--- src/rtl/pipe_ctrl_unit.sv ---
// pipe_ctrl_unit: pipelined control unit between the IF/ID register and EX.
// Decodes func, registers the EX-stage controls, detects load-use and flag
// hazards, redirects on branch/jump/call/ret and keeps a return-address stack.
// Optional feature macro: FLAG_FWD_EN (forward EX flags into branch decisions
// instead of stalling on a flag hazard).
module pipe_ctrl_unit #(
  parameter int STACK_DEPTH = 8,
  parameter int PC_W        = 12,
  parameter int RA_W        = 3
) (
  input  logic            clk,
  input  logic            rst,
  input  logic [4:0]      func,
  input  logic            id_valid,
  input  logic [RA_W-1:0] id_rs1,
  input  logic [RA_W-1:0] id_rs2,
  input  logic [RA_W-1:0] id_rd,
  input  logic [PC_W-1:0] id_ret_addr,
  input  logic            Z,
  input  logic            C,
  input  logic            ex_z,
  input  logic            ex_c,
  output logic            ld_pc,
  output logic [1:0]      pc_sel,
  output logic [PC_W-1:0] ret_addr,
  output logic            stall,
  output logic            flush_ifid,
  output logic            ex_reg_write_en,
  output logic            ex_sel1_alu_in,
  output logic            ex_sel2_alu_in,
  output logic            ex_ldzero,
  output logic            ex_ldcarry,
  output logic            ex_mem_write_en,
  output logic            ex_mem_read,
  output logic            ex_sel_data_rf_write,
  output logic [RA_W-1:0] ex_rd,
  output logic            stack_full,
  output logic            stack_empty,
  output logic            stack_err
);

  localparam int IDX_W = $clog2(STACK_DEPTH);
  localparam int CNT_W = IDX_W + 1;

  typedef struct packed {
    logic reg_write;
    logic sel1;
    logic sel2;
    logic ldzero;
    logic ldcarry;
    logic mem_write;
    logic mem_read;
    logic sel_data;
  } ctrl_t;

  ctrl_t            dec, ctrl_d, ctrl_q;
  logic [RA_W-1:0]  ex_rd_d, ex_rd_q;
  logic [CNT_W-1:0] count_d, count_q;
  logic             err_d, err_q;
  logic [PC_W-1:0]  stack_mem_q [STACK_DEPTH];

  logic is_zbr, is_cbr, is_jump, is_call, is_ret, is_illegal;
  logic z_eff, c_eff, br_taken;
  logic load_use, flag_haz;
  logic push, pop, err_set;
  logic [CNT_W-1:0] top_ptr;

  // Instruction decode into EX controls and control-flow class.
  // NOTE: every always_comb output gets a default first so no latch is inferred.
  always_comb begin
    dec        = '0;
    is_zbr     = 1'b0;
    is_cbr     = 1'b0;
    is_jump    = 1'b0;
    is_call    = 1'b0;
    is_ret     = 1'b0;
    is_illegal = 1'b0;
    casez (func)
      5'b00???: begin dec.ldzero = 1'b1; dec.ldcarry = 1'b1; dec.sel_data = 1'b1; dec.reg_write = 1'b1; end
      5'b01???: begin dec.ldzero = 1'b1; dec.ldcarry = 1'b1; dec.sel_data = 1'b1; dec.reg_write = 1'b1; dec.sel1 = 1'b1; end
      5'b110??: begin dec.ldzero = 1'b1; dec.ldcarry = 1'b1; dec.sel_data = 1'b1; dec.reg_write = 1'b1; dec.sel2 = 1'b1; end
      5'b10000: begin dec.sel1 = 1'b1; dec.mem_read = 1'b1; dec.reg_write = 1'b1; end
      5'b10001: begin dec.sel1 = 1'b1; dec.mem_write = 1'b1; end
      5'b101??: begin is_zbr = ~func[1]; is_cbr = func[1]; end
      5'b11100: is_jump = 1'b1;
      5'b11101: is_call = 1'b1;
      5'b11110: is_ret  = 1'b1;
      default:  is_illegal = 1'b1;
    endcase
  end

`ifdef FLAG_FWD_EN
  // Flags still being produced in EX are forwarded; no flag stall exists.
  assign z_eff    = ctrl_q.ldzero  ? ex_z : Z;
  assign c_eff    = ctrl_q.ldcarry ? ex_c : C;
  assign flag_haz = 1'b0;
`else
  // EX flag outputs are not consulted; a branch on an in-flight flag waits.
  logic unused_ex_flags;
  assign unused_ex_flags = ex_z ^ ex_c;
  assign z_eff    = Z;
  assign c_eff    = C;
  assign flag_haz = id_valid & ((is_zbr & ctrl_q.ldzero) | (is_cbr & ctrl_q.ldcarry));
`endif

  // func[1] picks Z or C, func[0] inverts the condition.
  assign br_taken = (is_zbr | is_cbr) & ((func[1] ? c_eff : z_eff) ^ func[0]);
  assign load_use = id_valid & ctrl_q.mem_read & ((ex_rd_q == id_rs1) | (ex_rd_q == id_rs2));

  assign stack_full  = (count_q == CNT_W'(STACK_DEPTH));
  assign stack_empty = (count_q == '0);
  assign top_ptr     = count_q - CNT_W'(1);
  assign ret_addr    = stack_mem_q[top_ptr[IDX_W-1:0]];

  // Hazard priority and PC redirect selection; all forced quiet during reset.
  always_comb begin
    ld_pc      = 1'b0;
    pc_sel     = 2'b00;
    stall      = 1'b0;
    flush_ifid = 1'b0;
    push       = 1'b0;
    pop        = 1'b0;
    err_set    = 1'b0;
    if (!rst) begin
      if (load_use || flag_haz) begin
        stall = 1'b1;
      end else begin
        ld_pc = 1'b1;
        if (id_valid) begin
          if (is_illegal) begin
            err_set = 1'b1;
          end else if (is_jump || br_taken) begin
            pc_sel     = 2'b01;
            flush_ifid = 1'b1;
          end else if (is_call) begin
            pc_sel     = 2'b01;
            flush_ifid = 1'b1;
            if (stack_full) err_set = 1'b1;
            else            push    = 1'b1;
          end else if (is_ret) begin
            if (stack_empty) begin
              err_set = 1'b1;
            end else begin
              pc_sel     = 2'b10;
              flush_ifid = 1'b1;
              pop        = 1'b1;
            end
          end
        end
      end
    end
  end

  // Next-state for EX controls, stack count and sticky error.
  always_comb begin
    ctrl_d  = (id_valid && !stall) ? dec   : '0;
    ex_rd_d = (id_valid && !stall) ? id_rd : '0;
    count_d = count_q;
    if (push)     count_d = count_q + CNT_W'(1);
    else if (pop) count_d = count_q - CNT_W'(1);
    err_d = err_q | err_set;
  end

  // State registers with synchronous reset.
  // NOTE: sequential state uses non-blocking assignments so all flops update together.
  always_ff @(posedge clk) begin
    if (rst) begin
      ctrl_q  <= '0;
      ex_rd_q <= '0;
      count_q <= '0;
      err_q   <= 1'b0;
    end else begin
      ctrl_q  <= ctrl_d;
      ex_rd_q <= ex_rd_d;
      count_q <= count_d;
      err_q   <= err_d;
    end
  end

  // Return-address storage; the count alone says which entries are live.
  // NOTE: the stack array is deliberately not reset; resetting count empties it.
  always_ff @(posedge clk) begin
    if (push) stack_mem_q[count_q[IDX_W-1:0]] <= id_ret_addr;
  end

  assign ex_reg_write_en      = ctrl_q.reg_write;
  assign ex_sel1_alu_in       = ctrl_q.sel1;
  assign ex_sel2_alu_in       = ctrl_q.sel2;
  assign ex_ldzero            = ctrl_q.ldzero;
  assign ex_ldcarry           = ctrl_q.ldcarry;
  assign ex_mem_write_en      = ctrl_q.mem_write;
  assign ex_mem_read          = ctrl_q.mem_read;
  assign ex_sel_data_rf_write = ctrl_q.sel_data;
  assign ex_rd                = ex_rd_q;
  assign stack_err            = err_q;

endmodule

--- config.mk ---
export PLATFORM = sky130hd
export DESIGN_NAME = pipe_ctrl_unit
export DESIGN_NICKNAME = d
export VERILOG_FILES = /design/src/rtl/pipe_ctrl_unit.sv
export SDC_FILE = /design/constraint.sdc
export NUM_CORES = 1
export LEC_CHECK = 0
export BUFFER_PORTS_ARGS = -buffer_cell sky130_fd_sc_hd__buf_2
export CAP_MARGIN = 25
export CORE_MARGIN = 2
export CORE_UTILIZATION = 28
export DETAILED_ROUTE_END_ITERATION = 10
export PLACE_DENSITY = 0.55
export SYNTH_ARGS = -nofsm -noshare
export SYNTH_HDL_FRONTEND = slang
export SYNTH_SLANG_ARGS = --single-unit
--- constraint.sdc ---
create_clock -name clk -period 4.75 [get_ports clk]
set_clock_uncertainty 0.1 [all_clocks]
set_input_delay 0 -clock clk [delete_from_list [all_inputs] [get_ports clk]]
set_output_delay 0 -clock clk [all_outputs]
set_load 0.005 [all_outputs]
==> results.md, run 1 <==
- Total setup buffers inserted after CTS: 0
- Port Buffers: 61
- Inserted Clock Buffers: 9
- DP HPWL: 5883 um
- Synth Net Count: between 300 and 400
- Hold Vio Cnt, Final: 0
- Via count of the routed design: 2655
- CTS max path bufs: 2
- Max-slew headroom: approximately 29%
- Worst-case vdd ir drop: around 0.0002 V
- Drt pass-1 iters: 4
- Critical Path RT: 4.70 ns
- Max-cap violations: 0
- CTS tree: yes
- First-pass GRT wire length: 15130 um
- Crit path from: count_q[1]$_SDFFE_PP0P_
- #FFs+latches synth: 110
- Initial core utilization: between 20% and 30%
- Synth async-reset ratio: 0%
- CTS root buffer: clkbuf_16
- Syn Area/Cell: 17.18 um^2
- CTS H-tree depth: 3
- Largest area contributor in the netlist: edfxtp_1
- Avg WL per Cell: ~16 um
- Drt total wl: 9378 um
- Mapped Area: 4604 um^2
- Num rows: 46
- Worst Tran Pin Value: 1.056 ns
- P per Cell Area: between 300 and 400 nW/um^2
- Nets@finish: 389
- Final min period: 2.966 ns
- Top post-synthesis cells by count: 96 x edfxtp_1, 24 x mux4_2, 14 x dfxtp_1, 14 x mux2_2, 12 x nor2_1
- Post-layout power: around 1.9 mW
- Critical path arrival: 2.91 ns
- Worst-path clk slew: 0.07 ns
- Nature of the critical path endpoint: flop
- Synthesized instance count: 268
- RSZ-0062 raised after global routing: false
- Clk sinks: 110
- Outcome: completed
- EDFF count, synth: 96
- I/O pins: 64
- Crit path kind: reg2reg
- Crit share post-route: 62.44%
- Min-delay src: func[1]
- Largest net degree at the start of global routing: 33
- Die width: between 100 and 150 um
- Core Area: 16000 um^2
- Layout cells sized above 1: 37.05%
- Top cell type's share of synthesized area: 62.61%
- Reg2reg start: count_q[1]$_SDFFE_PP0P_
- Grt ovf: 0
- DIE HEIGHT: between 100 and 150 um
- GRT Overall Usage: 11.26%
- Max-slew violations: 0
- Final setup violation count: 0
- Synth Flop Type: edfxtp_1
- Remaining DRCs: 0
- Leak: 1.920 nW
- Worst-Skew Late Latency: roughly 0.34 ns
- Number of antenna violations at the first check in global routing: 0
- Post-route ant nets: 0
- Distinct cells, synth: 49
- Die ar.: 17490 um^2
- Crit path max fanout: 9
- Startpoint types: flop
- Diodes inserted: 0
- Vias in the first global route: 2882
- Max Freq: approximately 340 MHz
- Synth area leaders: edfxtp_1 63%, mux4_2 12%, dfxtp_1 6.1%
- Yosys warning count: 0
- Gpl congestion: about 0.77
- Most numerous cell in the Yosys netlist: edfxtp_1
- TNS Setup: 0 ns
- Initial DRC count: 145
- Synth-to-layout area growth: 23.67%
- HP Class: in2reg
- Via density per instance: 4.617
- Seq/Total Area, Yosys: 68.70%
[cells in the final DEF, fill, tap and decap left out, types with 6 or more instances in the layout]
master         count
clkbuf_16          9
dfxtp_1           13
buf_4             11
nor2_1            12
buf_2             61
a21oi_1           10
dlygate4sd3_1     22
edfxtp_1          96
xnor2_1            6
mux2_2            14
mux4_2            24
[registers in the layout, indices dropped and copies added (netlist names)]
name,cells
count_q,4
ex_mem_write_en,1
ex_rd,3
stack_err,1
ex_sel1_alu_in,1
ex_sel2_alu_in,1
ex_mem_read,1
ex_ldzero,1
stack_mem_q,96
ex_reg_write_en,1
[layer usage]
metal  routed length, um  track usage [%]  up-vias
met2                4483            18.52       74
li1                    -                -     1245
met5                   0                0        -
met3                 358            2.768       14
met1                4381            14.56     1322
met4                 155            3.943        0
[cell families (layout without fill, tap and decap cells)]
group           after synthesis  after routing  share of synthesized area [%]
fa+ha+maj                     2              2                         0.5434
mux                          39             39                          15.38
flops                       110            110                          68.70
compound gates               31             31                          4.321
simple gates                 54             54                          6.793
buf+inv                      24            115                          2.745
xor+xnor                      8              8                          1.522
[repair_timing]
action                     4_1_cts  5_1_grt
hold buffers                    22        0
setup endpoints to repair        0        0
hold endpoints to repair       110        0
resized for setup                0        0
[stage by stage]
step	hold WS, ns	util (%)	std cells	setup WS (ns)	area, um^2
2_1_floorplan	-0.07235	-	268	1.373	4604
3_3_place_gp	0.1048	32.39	537	1.757	5182
3_5_place_dp	0.1086	32.39	537	1.713	5182
4_1_cts	0.03123	35.59	575	1.695	5694
5_1_grt	0.08495	35.59	575	1.522	5694
6_report	0.04875	35.59	575	1.784	5694
[worst max-delay path, cell delays in order (launching register included)]
cell	delay (ns)
dfxtp_1	0.54
inv_1	0.12
ha_1	0.28
nand2_1	0.11
o21ai_1	0.11
or4_1	0.62
nor3_2	0.48
buf_4	0.31
[path summary, 6_finish.rpt]
path | endpoint | slack (ns) | cells after the start
max | stack_mem_q[1][11]$_DFFE_PP_ | 1.78 | 7
min | ex_sel1_alu_in$_SDFF_PP0_ | 0.05 | 4
max reg2reg | stack_mem_q[1][11]$_DFFE_PP_ | 1.78 | 7
min reg2reg | stack_err$_SDFF_PP0_ | 0.39 | 2
[layout make-up]
type	instances	area, um^2
clock buffers	10	229.0
clock inverters	6	62.56
fillers	1581	10310
inverters	5	18.77
multi-input cells	134	1341
flip-flops and latches	110	3164
well taps	216	270.3
repair buffers	94	608.1
[power by group]
part	internal, mW	switching, mW	leakage, nW
logic	0.0391	0.0405	0.800
clock network	0.371	0.356	0.143
registers	1.05	0.00226	0.977
total	1.46	0.399	1.92
Power figures use the tool's default switching activity.
==> run 2, diff against run 1 <==
PLACE_DENSITY = 0.56   (was 0.55)
clock period = 2.5 ns   (was 4.75 ns; I/O delays follow)
==> run 2 against run 1 <==
Via count increased by 1.0%. Die area unchanged. Global-route usage about the same. Non-clock buffer count increased by 6. Power increased by 90%. Fmax increased by 27%. Largest power group unchanged. Core utilization increased by 0.74 points. Combinational power increased by 96%. Sequential share of layout area decreased by 1.1 points. Highest routed layer unchanged. Sequential power increased by 90%.
==> results.md, run 2 (synthesized netlist as in run 1, its figures left out) <==
- Drt pass-1 iters: 4 (unchanged)
- Post-route ant nets: 0 (unchanged)
- Diodes inserted: 0 (unchanged)
- Critical Path RT: 2.69 ns (-2.01 ns)
- Grt ovf: 0 (unchanged)
- Remaining DRCs: 0 (unchanged)
- Via density per instance: 4.616 (about the same)
- Startpoint types: flop
- Outcome: completed
- Worst-case vdd ir drop: 0.0003123 V (+57%)
- Worst path bufs/invs: 2 (unchanged)
- GRT Overall Usage: 11.25% (-0.012 points)
- Critical path arrival: 2.52 ns (-0.39 ns)
- Most frequent cells in the layout: 96 x edfxtp_1, 61 x buf_2, 24 x mux4_2
- Largest register FFs: 96 (unchanged)
- DP HPWL: 5761 um (-2.1%)
- Total setup buffers inserted after CTS: 0 (unchanged)
- Largest net degree at the start of global routing: 33 (unchanged)
- Reg2Reg Depth: 7 (unchanged)
- Initial core utilization: 28.78% (unchanged)
- Worst-path clk slew: 0.07 ns (about the same)
- Post-layout power: 3.528 mW (+90%)
- HP Class: in2reg
- Critical path cell sequence: xnor2_1, and4_4, nor4b_1, buf_4, nand3b_1, nor4_1, dlygate4sd3_1
- Port Buffers: 61 (unchanged)
- Filler Cells Inserted: 1550 (-2.0%)
- Crit path from: ex_rd[1]$_SDFF_PP0_
- RSZ-0062 raised after global routing: false
- Critical Path Slowest Stage Cell: dlygate4sd3_1
- Slowest stage delay, CP: 0.58 ns (-0.04 ns)
- Post-CTS sizing: 0 (unchanged)
- Avg WL per Cell: 16.09 um (-1.3%)
- Die width: 132.2 um (unchanged)
- Most common cell after layout, fill and taps aside: edfxtp_1
- Max-slew headroom: 58.72% (+30 points)
- I/O pins: 64 (unchanged)
- Max-cap violations: 0 (unchanged)
- Hold buffer count at cts: 22 (unchanged)
- Num rows: 46 (unchanged)
- Gpl congestion: 0.7539 (-1.8%)
- Reg2reg start: ex_rd[1]$_SDFF_PP0_
- Final setup violation count: 0 (unchanged)
- Inserted Clock Buffers: 9 (unchanged)
- Number of antenna violations at the first check in global routing: 0 (unchanged)
- CTS max path bufs: 2 (unchanged)
- Die ar.: 17490 um^2 (unchanged)
- Fin Hold WS: 0.04730 ns (-0.001452 ns)
- P per Cell Area: 607.1 nW/um^2 (+86%)
- Crit path kind: reg2reg
- Crit path max fanout: 6 (-3)
- CTS tree: yes
- Max Freq: 428.2 MHz (+27%)
- Hold Vio Cnt, Final: 0 (unchanged)
- Max-slew violations: 0 (unchanged)
- CTS root buffer: clkbuf_16
- CP endpoint: ex_mem_read$_SDFF_PP0_
- Reg-to-reg critical path endpoint: ex_mem_read$_SDFF_PP0_
- Synth-to-layout area growth: 26.22%
- Drt total wl: 9350 um (-0.30%)
- Initial DRC count: 201 (+39%)
- Nature of the critical path endpoint: flop
- Delay-heaviest family, CP: simple AND/OR/NAND/NOR gates
- CTS H-tree depth: 3 (unchanged)
- R2R setup slack: 0.16 ns (-1.62 ns)
- Leak: 1.960 nW (+2.1%)
- Worst-Skew Late Latency: 0.34 ns (about the same)
- TNS Setup: 0 ns (unchanged)
- WP depth: 7 (unchanged)
- Final min period: 2.335 ns (-0.6307 ns)
- Core Area: 16000 um^2 (unchanged)
- Via count of the routed design: 2682 (+1.0%)
- Clk sinks: 110 (unchanged)
- Layout cells sized above 1: 39.73% (+2.7 points)
- Vias in the first global route: 2774 (-3.7%)
- First-pass GRT wire length: 14960 um (-1.1%)
- DIE HEIGHT: 132.2 um (unchanged)
- Nets@finish: 395 (+1.5%)
- Worst Tran Pin Value: 0.6192 ns (-0.4372 ns)
- Crit share post-route: 93.42% (+31 points)
## run 2: routing by layer
| layer | wire length (um) | vias to the layer above | GRT usage [%] |
|---|---|---|---|
| li1 | - | 1248 | - |
| met1 | 4196 | 1342 | 14.75 |
| met2 | 4599 | 79 | 18.14 |
| met3 | 434 | 13 | 3.153 |
| met4 | 119 | 0 | 3.584 |
| met5 | 0 | - | 0 |
## run 2: worst register-to-register path, delay by kind of cell (launching register included)
kind                   cells  cell delay [ns]
buffers and inverters      2             0.81
XOR/XNOR                   1             0.16
AND/OR/NAND/NOR            4             0.88
flip-flops                 1             0.34
## run 2: how the worst min path moves through the flow
stage / start / end / cells past startpoint
after floorplan: rst / ld_pc / 1
final: func[1] / ex_sel1_alu_in$_SDFF_PP0_ / 4
after CTS: func[1] / ex_sel1_alu_in$_SDFF_PP0_ / 4
after global routing: func[1] / ex_sel1_alu_in$_SDFF_PP0_ / 4
after detailed placement: id_rd[2] / ex_rd[2]$_SDFF_PP0_ / 2
after global placement: id_rd[1] / ex_rd[1]$_SDFF_PP0_ / 2
## run 2: layout make-up
class                           instances  area (um^2)  share of cell area (%)
Sequential cell                       110         3164                   54.45
Clock inverter                          7        63.81                   1.098
Multi-Input combinational cell        134         1379                   23.72
Clock buffer                            9        225.2                   3.875
Timing Repair Buffer                  100        690.7                   11.88
Inverter                                5        18.77                  0.3229
Tap cell                              216        270.3                   4.650
## run 2: power breakdown
part           internal [mW]  leakage [nW]  switching [mW]
Combinational         0.0777         0.838          0.0785
Sequential              2.00         0.977         0.00443
Clock                  0.699         0.145           0.672
Total                   2.77          1.96           0.755
## run 2: metrics by stage
| step | instances | worst slack, ns | utilization (%) | cell area [um^2] |
|---|---|---|---|---|
| finish | 581 | 0.1646 | 36.32 | 5812 |
| CTS | 581 | 0.1501 | 36.32 | 5812 |
| global placement | 543 | 0.2863 | 33.14 | 5303 |
| detailed placement | 543 | 0.2333 | 33.14 | 5303 |
| floorplan | 268 | 0.01444 | - | 4673 |
| global route | 581 | 0.02013 | 36.32 | 5812 |
